## config.mk

```make
export PLATFORM = sky130hd
export DESIGN_NAME = pipe_ctrl_flat
export DESIGN_NICKNAME = d
export VERILOG_FILES = /design/src/rtl/pipe_ctrl_if.sv /design/src/rtl/pipe_ctrl.sv /design/src/flat_wrapper.sv
export SDC_FILE = /design/constraint.sdc
export NUM_CORES = 1
export LEC_CHECK = 0
export BUFFER_PORTS_ARGS = -buffer_cell sky130_fd_sc_hd__buf_4
export CAP_MARGIN = 15
export CORE_ASPECT_RATIO = 1.25
export CORE_MARGIN = 2
export CORE_UTILIZATION = 53
export DETAILED_ROUTE_END_ITERATION = 10
export PLACE_DENSITY = 0.86
export SKIP_CTS_REPAIR_TIMING = 1
export SYNTH_ARGS = -nofsm -noshare
export SYNTH_HDL_FRONTEND = slang
export SYNTH_SLANG_ARGS = --single-unit
```

## constraint.sdc

```tcl
create_clock -name clk -period 2.7 [get_ports clk]
set_input_delay 0.27 -clock clk [delete_from_list [all_inputs] [get_ports clk]]
set_output_delay 0.27 -clock clk [all_outputs]
set_load 0.01 [all_outputs]
```

## src/rtl/pipe_ctrl_if.sv

```systemverilog
// rtl/pipe_ctrl_if.sv - stall/redirect bundle between the pipeline stages and pipe_ctrl
interface pipe_ctrl_if;
  logic        stallreq_from_id;
  logic        stallreq_from_ex;
  logic        stallreq_from_mem;
  logic [31:0] excepttype_i;
  logic [31:0] cp0_epc_i;
  logic [5:0]  stall;
  logic        flush;
  logic [31:0] new_pc;
  logic        stall_timeout;
  logic [1:0]  ctrl_state;

  modport master (
    output stallreq_from_id, stallreq_from_ex, stallreq_from_mem, excepttype_i, cp0_epc_i,
    input  stall, flush, new_pc, stall_timeout, ctrl_state
  );

  modport slave (
    input  stallreq_from_id, stallreq_from_ex, stallreq_from_mem, excepttype_i, cp0_epc_i,
    output stall, flush, new_pc, stall_timeout, ctrl_state
  );
endinterface

```

## src/rtl/pipe_ctrl.sv

```systemverilog
// rtl/pipe_ctrl.sv - stall merge, exception/ERET redirect sequencing and stall watchdog
module pipe_ctrl #(
  parameter logic [31:0] EXC_VECTOR = 32'h00000020,
  parameter int          MAX_STALL  = 1024,
  parameter int          CNT_W      = 16
) (
  input  logic        clk,
  input  logic        rst,
  pipe_ctrl_if.slave  bus
);

  typedef enum logic [1:0] {
    RUN     = 2'd0,
    PEND    = 2'd1,
    RECOVER = 2'd2
  } state_t;

  localparam logic [5:0]       STALL_MEM = 6'b011111;
  localparam logic [5:0]       STALL_EX  = 6'b001111;
  localparam logic [5:0]       STALL_ID  = 6'b000111;
  localparam logic [31:0]      ERET_CODE = 32'h0000000e;
  localparam logic [CNT_W-1:0] TRIP_CNT  = CNT_W'(MAX_STALL - 1);

  state_t           state;
  state_t           next_state;
  logic [31:0]      pend_pc;
  logic [CNT_W-1:0] stall_cnt;
  logic             timeout_q;

  logic [5:0]  prio_stall;
  logic [31:0] target;
  logic        exc_valid;
  logic [5:0]  stall_c;
  logic        flush_c;
  logic [31:0] new_pc_c;
  logic        latch_pend;

  assign exc_valid = |bus.excepttype_i;
  assign target    = (bus.excepttype_i == ERET_CODE) ? bus.cp0_epc_i : EXC_VECTOR;

  always_comb begin
    prio_stall = 6'b000000;
    if (bus.stallreq_from_mem)     prio_stall = STALL_MEM;
    else if (bus.stallreq_from_ex) prio_stall = STALL_EX;
    else if (bus.stallreq_from_id) prio_stall = STALL_ID;
  end

  // Outputs are forced quiet while reset is held, independent of the inputs.
  always_comb begin
    stall_c    = 6'b000000;
    flush_c    = 1'b0;
    new_pc_c   = 32'h0;
    latch_pend = 1'b0;
    next_state = RUN;
    if (rst) begin
      case (state)
        RUN: begin
          if (exc_valid && !bus.stallreq_from_mem) begin
            flush_c    = 1'b1;
            new_pc_c   = target;
            next_state = RECOVER;
          end else if (exc_valid) begin
            stall_c    = STALL_MEM;
            latch_pend = 1'b1;
            next_state = PEND;
          end else begin
            stall_c    = prio_stall;
          end
        end
        PEND: begin
          if (bus.stallreq_from_mem) begin
            stall_c    = STALL_MEM;
            next_state = PEND;
          end else begin
            flush_c    = 1'b1;
            new_pc_c   = pend_pc;
            next_state = RECOVER;
          end
        end
        // RECOVER ignores excepttype_i so a stale code cannot redirect twice.
        RECOVER: stall_c = prio_stall;
        default: stall_c = prio_stall;
      endcase
    end
  end

  always_ff @(posedge clk or negedge rst) begin
    if (!rst) begin
      state     <= RUN;
      pend_pc   <= 32'h0;
      stall_cnt <= '0;
      timeout_q <= 1'b0;
    end else begin
      state <= next_state;
      if (latch_pend) pend_pc <= target;
      if (|stall_c) begin
        if (stall_cnt != '1) stall_cnt <= stall_cnt + 1'b1;
        if (stall_cnt == TRIP_CNT) timeout_q <= 1'b1;
      end else begin
        stall_cnt <= '0;
      end
    end
  end

  assign bus.stall         = stall_c;
  assign bus.flush         = flush_c;
  assign bus.new_pc        = new_pc_c;
  assign bus.stall_timeout = timeout_q;
  assign bus.ctrl_state    = state;

endmodule
```

## src/flat_wrapper.sv

```systemverilog
// flat-port wrapper written by rule: the top's interface ports become plain ports
module pipe_ctrl_flat 
#(
  parameter logic [31:0] EXC_VECTOR = 32'h00000020,
  parameter int          MAX_STALL  = 1024,
  parameter int          CNT_W      = 16
)
  (clk, rst, bus_stallreq_from_id, bus_stallreq_from_ex, bus_stallreq_from_mem, bus_excepttype_i, bus_cp0_epc_i, bus_stall, bus_flush, bus_new_pc, bus_stall_timeout, bus_ctrl_state);
  pipe_ctrl_if bus_i ();
  input  logic clk;
  input  logic rst;
  input wire logic [$bits(bus_i.stallreq_from_id)-1:0] bus_stallreq_from_id;
  input wire logic [$bits(bus_i.stallreq_from_ex)-1:0] bus_stallreq_from_ex;
  input wire logic [$bits(bus_i.stallreq_from_mem)-1:0] bus_stallreq_from_mem;
  input wire logic [$bits(bus_i.excepttype_i)-1:0] bus_excepttype_i;
  input wire logic [$bits(bus_i.cp0_epc_i)-1:0] bus_cp0_epc_i;
  output wire logic [$bits(bus_i.stall)-1:0] bus_stall;
  output wire logic [$bits(bus_i.flush)-1:0] bus_flush;
  output wire logic [$bits(bus_i.new_pc)-1:0] bus_new_pc;
  output wire logic [$bits(bus_i.stall_timeout)-1:0] bus_stall_timeout;
  output wire logic [$bits(bus_i.ctrl_state)-1:0] bus_ctrl_state;
  assign bus_i.stallreq_from_id = bus_stallreq_from_id;
  assign bus_i.stallreq_from_ex = bus_stallreq_from_ex;
  assign bus_i.stallreq_from_mem = bus_stallreq_from_mem;
  assign bus_i.excepttype_i = bus_excepttype_i;
  assign bus_i.cp0_epc_i = bus_cp0_epc_i;
  assign bus_stall = bus_i.stall;
  assign bus_flush = bus_i.flush;
  assign bus_new_pc = bus_i.new_pc;
  assign bus_stall_timeout = bus_i.stall_timeout;
  assign bus_ctrl_state = bus_i.ctrl_state;
  pipe_ctrl #(.EXC_VECTOR(EXC_VECTOR), .MAX_STALL(MAX_STALL), .CNT_W(CNT_W)) u_core (.clk(clk), .rst(rst), .bus(bus_i));
endmodule
```

==> run_summary.xml <==
<?xml version="1.0" encoding="UTF-8"?>
<metrics>
  <group name="clock_tree">
    <metric name="clk_pin_slew" unit="ns">0.09</metric>
    <metric name="cts_buffer_depth" unit="">2</metric>
    <metric name="cts_sinks" unit="">51</metric>
    <metric name="tritoncts_clock_tree" unit="">built</metric>
    <metric name="clock-root-buffer" unit="">clkbuf_8</metric>
    <metric name="maximum_level_of_the_cts_h_tree" unit="">2</metric>
    <metric name="cts_buf_count" unit="">5</metric>
    <metric name="clk_latency" unit="ns">0.30</metric>
  </group>
  <group name="sta">
    <metric name="grt_setup_unrepaired" unit="">false</metric>
    <metric name="total_negative_slack" unit="ns">0</metric>
    <metric name="maxSlewHeadroom" unit="">0.592</metric>
    <metric name="finClkSkew" unit="ns">0.00661</metric>
    <metric name="fin_crit_sh" unit="">0.906</metric>
    <metric name="final-max-slew-violation-count" unit="">0</metric>
    <metric name="finalSetupViolCount" unit="">0</metric>
    <metric name="fmax" unit="MHz">409</metric>
    <metric name="fin_crit" unit="ns">2.45</metric>
    <metric name="max_slew.worst_pin.slew" unit="ns">0.612</metric>
    <metric name="hold_viol_final" unit="">0</metric>
  </group>
  <group name="cells_and_area">
    <metric name="multi_input_comb_area" unit="sq um">1400</metric>
    <metric name="antenna_cells_inserted" unit="">0</metric>
    <metric name="area_of_all_placed_cells_without_fillers" unit="sq um">3750</metric>
    <metric name="finalNetCount" unit="">424</metric>
    <metric name="fill_cells" unit="">371</metric>
    <metric name="areaGrowthSynthToFinish" unit="%">31.1</metric>
    <metric name="seq_area" unit="sq um">1280</metric>
    <metric name="instances_no_fill" unit="">417</metric>
    <metric name="post_route_cells_drive_above_1_share" unit="">0.411</metric>
  </group>
  <group name="yosys">
    <metric name="synth.yosys.warnings" unit="">0</metric>
    <metric name="yosys_most_used_dff" unit="">dfrtp_1</metric>
    <metric name="synthMuxAreaShare" unit="">0.00350</metric>
    <metric name="synthesis.nets" unit="">321</metric>
    <metric name="combinational_family_with_the_most_area_after_synthesis" unit="">compound AO/OA/AOI/OAI gates</metric>
    <metric name="synth.ff_latch_count" unit="">51</metric>
    <metric name="synth-seq-area-share" unit="">0.446</metric>
    <metric name="synthesis.area" unit="sq um">2860</metric>
    <metric name="post_synth_inst_count" unit="">251</metric>
    <metric name="synthArstFlopShare" unit="">1.00</metric>
    <metric name="synth_xor_area_frac" unit="">0.00306</metric>
    <metric name="post_synthesis_share_of_cell_area_spent_on_and_or_nand_and_nor_gates" unit="">0.191</metric>
    <metric name="synth.top_cells.by_area" unit="">dfrtp_1 (45%), a22o_1 (19%), nor4_4 (3.7%)</metric>
    <metric name="synth_top_area_cell" unit="">dfrtp_1</metric>
    <metric name="post_synth.cell_area_avg" unit="sq um">11.4</metric>
    <metric name="synth_edf_count" unit="">0</metric>
    <metric name="synth_top_cell_area_share" unit="">0.446</metric>
    <metric name="post_synth_num_cell_types" unit="">47</metric>
    <metric name="synth_adder_area_share" unit="">0.00437</metric>
    <metric name="synth_compound_gate_area_share" unit="">0.286</metric>
  </group>
  <group name="drt">
    <metric name="wl_per_cell" unit="microns">17.6</metric>
    <metric name="first_iter_violations" unit="">161</metric>
    <metric name="drt_via_density" unit="">6.09</metric>
    <metric name="postRouteWirelength" unit="microns">7330</metric>
    <metric name="detailedRoute.firstPassIterationCount" unit="">4</metric>
    <metric name="drc" unit="">0</metric>
    <metric name="route.vias.total" unit="">2538</metric>
    <metric name="drtAntennaViolNets" unit="">0</metric>
  </group>
  <group name="critical_path">
    <metric name="setup.worst_path.end_class" unit="">output pin</metric>
    <metric name="worstPathArrival" unit="ns">2.18</metric>
    <metric name="critical_path_peak_fanout" unit="">31</metric>
    <metric name="required_time_at_the_worst_slack_endpoint" unit="ns">2.43</metric>
    <metric name="timing_worst_setup_path_type" unit="">flop to output pin</metric>
    <metric name="critPathLaunchType" unit="">flop</metric>
    <metric name="worst_r2r_endpoint" unit="">u_core.stall_cnt[1]$_DFFE_PN0P_</metric>
    <metric name="r2r_slack" unit="ns">0.66</metric>
    <metric name="reg2reg_from" unit="">u_core.stall_cnt[0]$_DFFE_PN0P_</metric>
    <metric name="length_in_cells_of_the_worst_reg_to_reg_path" unit="">6</metric>
  </group>
  <group name="run_status">
    <metric name="outcome" unit="">finished clean</metric>
  </group>
  <group name="global_routing">
    <metric name="grt_antenna_before_repair" unit="">0</metric>
    <metric name="grt_pass1_vias" unit="">2387</metric>
    <metric name="overall_fraction_of_global_route_tracks_in_use" unit="">0.245</metric>
    <metric name="grt_pass1_wl" unit="microns">12000</metric>
    <metric name="sum_of_overflow_across_all_layers_after_global_routing" unit="">0</metric>
    <metric name="grt_start_max_net_pins" unit="">43</metric>
  </group>
  <group name="placed_design">
    <metric name="dp_cells" unit="">408</metric>
    <metric name="buffer_ports.inserted" unit="">109</metric>
    <metric name="place.gp.congestion" unit="">0.814</metric>
    <metric name="dpl.hpwl" unit="microns">5390</metric>
    <metric name="postPlaceCellArea" unit="sq um">3660</metric>
  </group>
  <group name="floorplanning">
    <metric name="initial_util" unit="">0.555</metric>
    <metric name="top_level_ports" unit="">111</metric>
    <metric name="die_y" unit="microns">86.2</metric>
    <metric name="die-width" unit="microns">69.7</metric>
    <metric name="die_area" unit="sq um">6010</metric>
    <metric name="fp-row-count" unit="">29</metric>
    <metric name="coreArea" unit="sq um">5150</metric>
  </group>
  <group name="power">
    <metric name="post-layout-total-power" unit="mW">1.38</metric>
    <metric name="net_switching_fraction_of_the_power" unit="">0.246</metric>
    <metric name="irDropWorstVdd" unit="V">0.000329</metric>
    <metric name="clockPowerShare" unit="">0.310</metric>
    <metric name="comb_power_share" unit="">0.130</metric>
    <metric name="power_switching" unit="mW">0.339</metric>
    <metric name="share_seq_of_total_power" unit="">0.560</metric>
    <metric name="p_int" unit="mW">1.04</metric>
    <metric name="static-leakage-power" unit="nW">1.80</metric>
    <metric name="power_density" unit="nW/um^2">367</metric>
  </group>
  <group name="hold_path">
    <metric name="holdCritPathClass" unit="">primary input to asynchronous set/reset pin</metric>
  </group>
  <group name="flow_run">
    <metric name="max-cap-violations" unit="">0</metric>
  </group>
</metrics>
routing by layer:
layer / GRT usage / part of all wire / vias up
met5: 0 / 0 / -
met4: 0.0490 / 0.012 / 0
met3: 0.0376 / 0.048 / 10
met2: 0.419 / 0.52 / 71
met1: 0.337 / 0.42 / 1265
li1: - / - / 1192
worst max-delay path: stages, from the launching register on:
cell and delay, ns:
dfrtp_1 0.44, nor3b_1 0.43, nand2_1 0.16, nor4_4 0.16, buf_4 0.36, a22o_1 0.20, buf_4 0.12
sequential cells by signal, indices dropped and copies added, names as in the netlist:
register and cells:
u_core.bus.ctrl_state 2, u_core.bus.stall_timeout 1, u_core.stall_cnt 16, u_core.pend_pc 32
power by group through the flow:
| stage | Sequential (mW) | Combinational [mW] | Clock [mW] |
|---|---|---|---|
| 2_1_floorplan | 0.786 | 0.0525 | 0 |
| 3_3_place_gp | 0.786 | 0.175 | 0 |
| 3_5_place_dp | 0.786 | 0.178 | 0 |
| 4_1_cts | 0.771 | 0.179 | 0.439 |
| 5_1_grt | 0.772 | 0.195 | 0.473 |
| 6_report | 0.771 | 0.179 | 0.427 |
cell usage after synthesis, types with 2 or more instances:
master,count
nand4_4,3
o21ai_0,3
inv_1,8
clkbuf_1,5
buf_6,6
or3_1,4
nor4_2,3
nand4_1,3
a21oi_2,7
o21ai_1,3
nand3_1,6
or4_1,6
nor4_1,3
and4_1,2
a31oi_1,2
nor3_1,8
nor2_1,8
buf_4,7
buf_2,3
a22o_1,62
a21oi_1,2
a211oi_1,3
dfrtp_1,51
o31a_1,2
nor4_4,5
o31ai_1,6
nand2_1,10
kinds of logic (layout without fill, tap and decap cells):
| family | count (synthesis) | after routing |
|---|---|---|
| AOI/OAI and AO/OA | 97 | 97 |
| xor gates and xnor gates | 1 | 1 |
| adders and majority gates | 1 | 1 |
| buffers and inverters | 30 | 134 |
| DFF | 51 | 51 |
| muxes | 1 | 1 |
| other | 1 | 1 |
| and+or+nand+nor | 69 | 69 |
cell type report:
| class | instances | share of cell area |
|---|---|---|
| Clock buffer | 6 | 0.0193 |
| Timing Repair Buffer | 117 | 0.235 |
| Tap cell | 62 | 0.0207 |
| Inverter | 9 | 0.00901 |
| Clock inverter | 2 | 0.00334 |
| Sequential cell | 51 | 0.340 |
| Multi-Input combinational cell | 170 | 0.373 |
how the worst max path moves through the flow:
stage	startpoint	end	slack (ns)	cells after the start
finish	u_core.bus.ctrl_state[1]$_DFF_PN0_	bus_new_pc[9]	0.25	6
global route	u_core.bus.ctrl_state[1]$_DFF_PN0_	bus_new_pc[18]	0.11	6
CTS	u_core.bus.ctrl_state[1]$_DFF_PN0_	bus_new_pc[9]	0.25	6
detailed placement	bus_excepttype_i[20]	bus_new_pc[9]	0.42	7
global placement	bus_excepttype_i[19]	bus_new_pc[27]	0.51	7
floorplan	bus_excepttype_i[20]	bus_stall[1]	0.81	7
placed cells by master, fill, tap and decap left out, types with 2 or more instances in the layout:
cell type / count
a211oi_1: 3
a21oi_1: 2
a21oi_2: 7
a22o_1: 62
a31oi_1: 2
and4_1: 2
buf_4: 116
clkbuf_8: 5
dfrtp_1: 51
inv_1: 8
nand2_1: 10
nand3_1: 6
nand4_1: 3
nand4_4: 3
nor2_1: 8
nor3_1: 8
nor4_1: 3
nor4_2: 3
nor4_4: 5
o21ai_0: 3
o21ai_1: 3
o31a_1: 2
o31ai_1: 6
or3_1: 4
or4_1: 6
per-stage QoR:
stage / util / setup WS [ns] / hold WS (ns)
after floorplan: - / 0.808 / -0.0256
after global placement: 0.710 / 0.508 / 0.123
after detailed placement: 0.710 / 0.421 / 0.126
after CTS: 0.726 / 0.253 / -0.203
after global routing: 0.728 / 0.112 / 0.145
final: 0.728 / 0.253 / 0.0984
No activity file was read; power rests on OpenSTA's default activity.
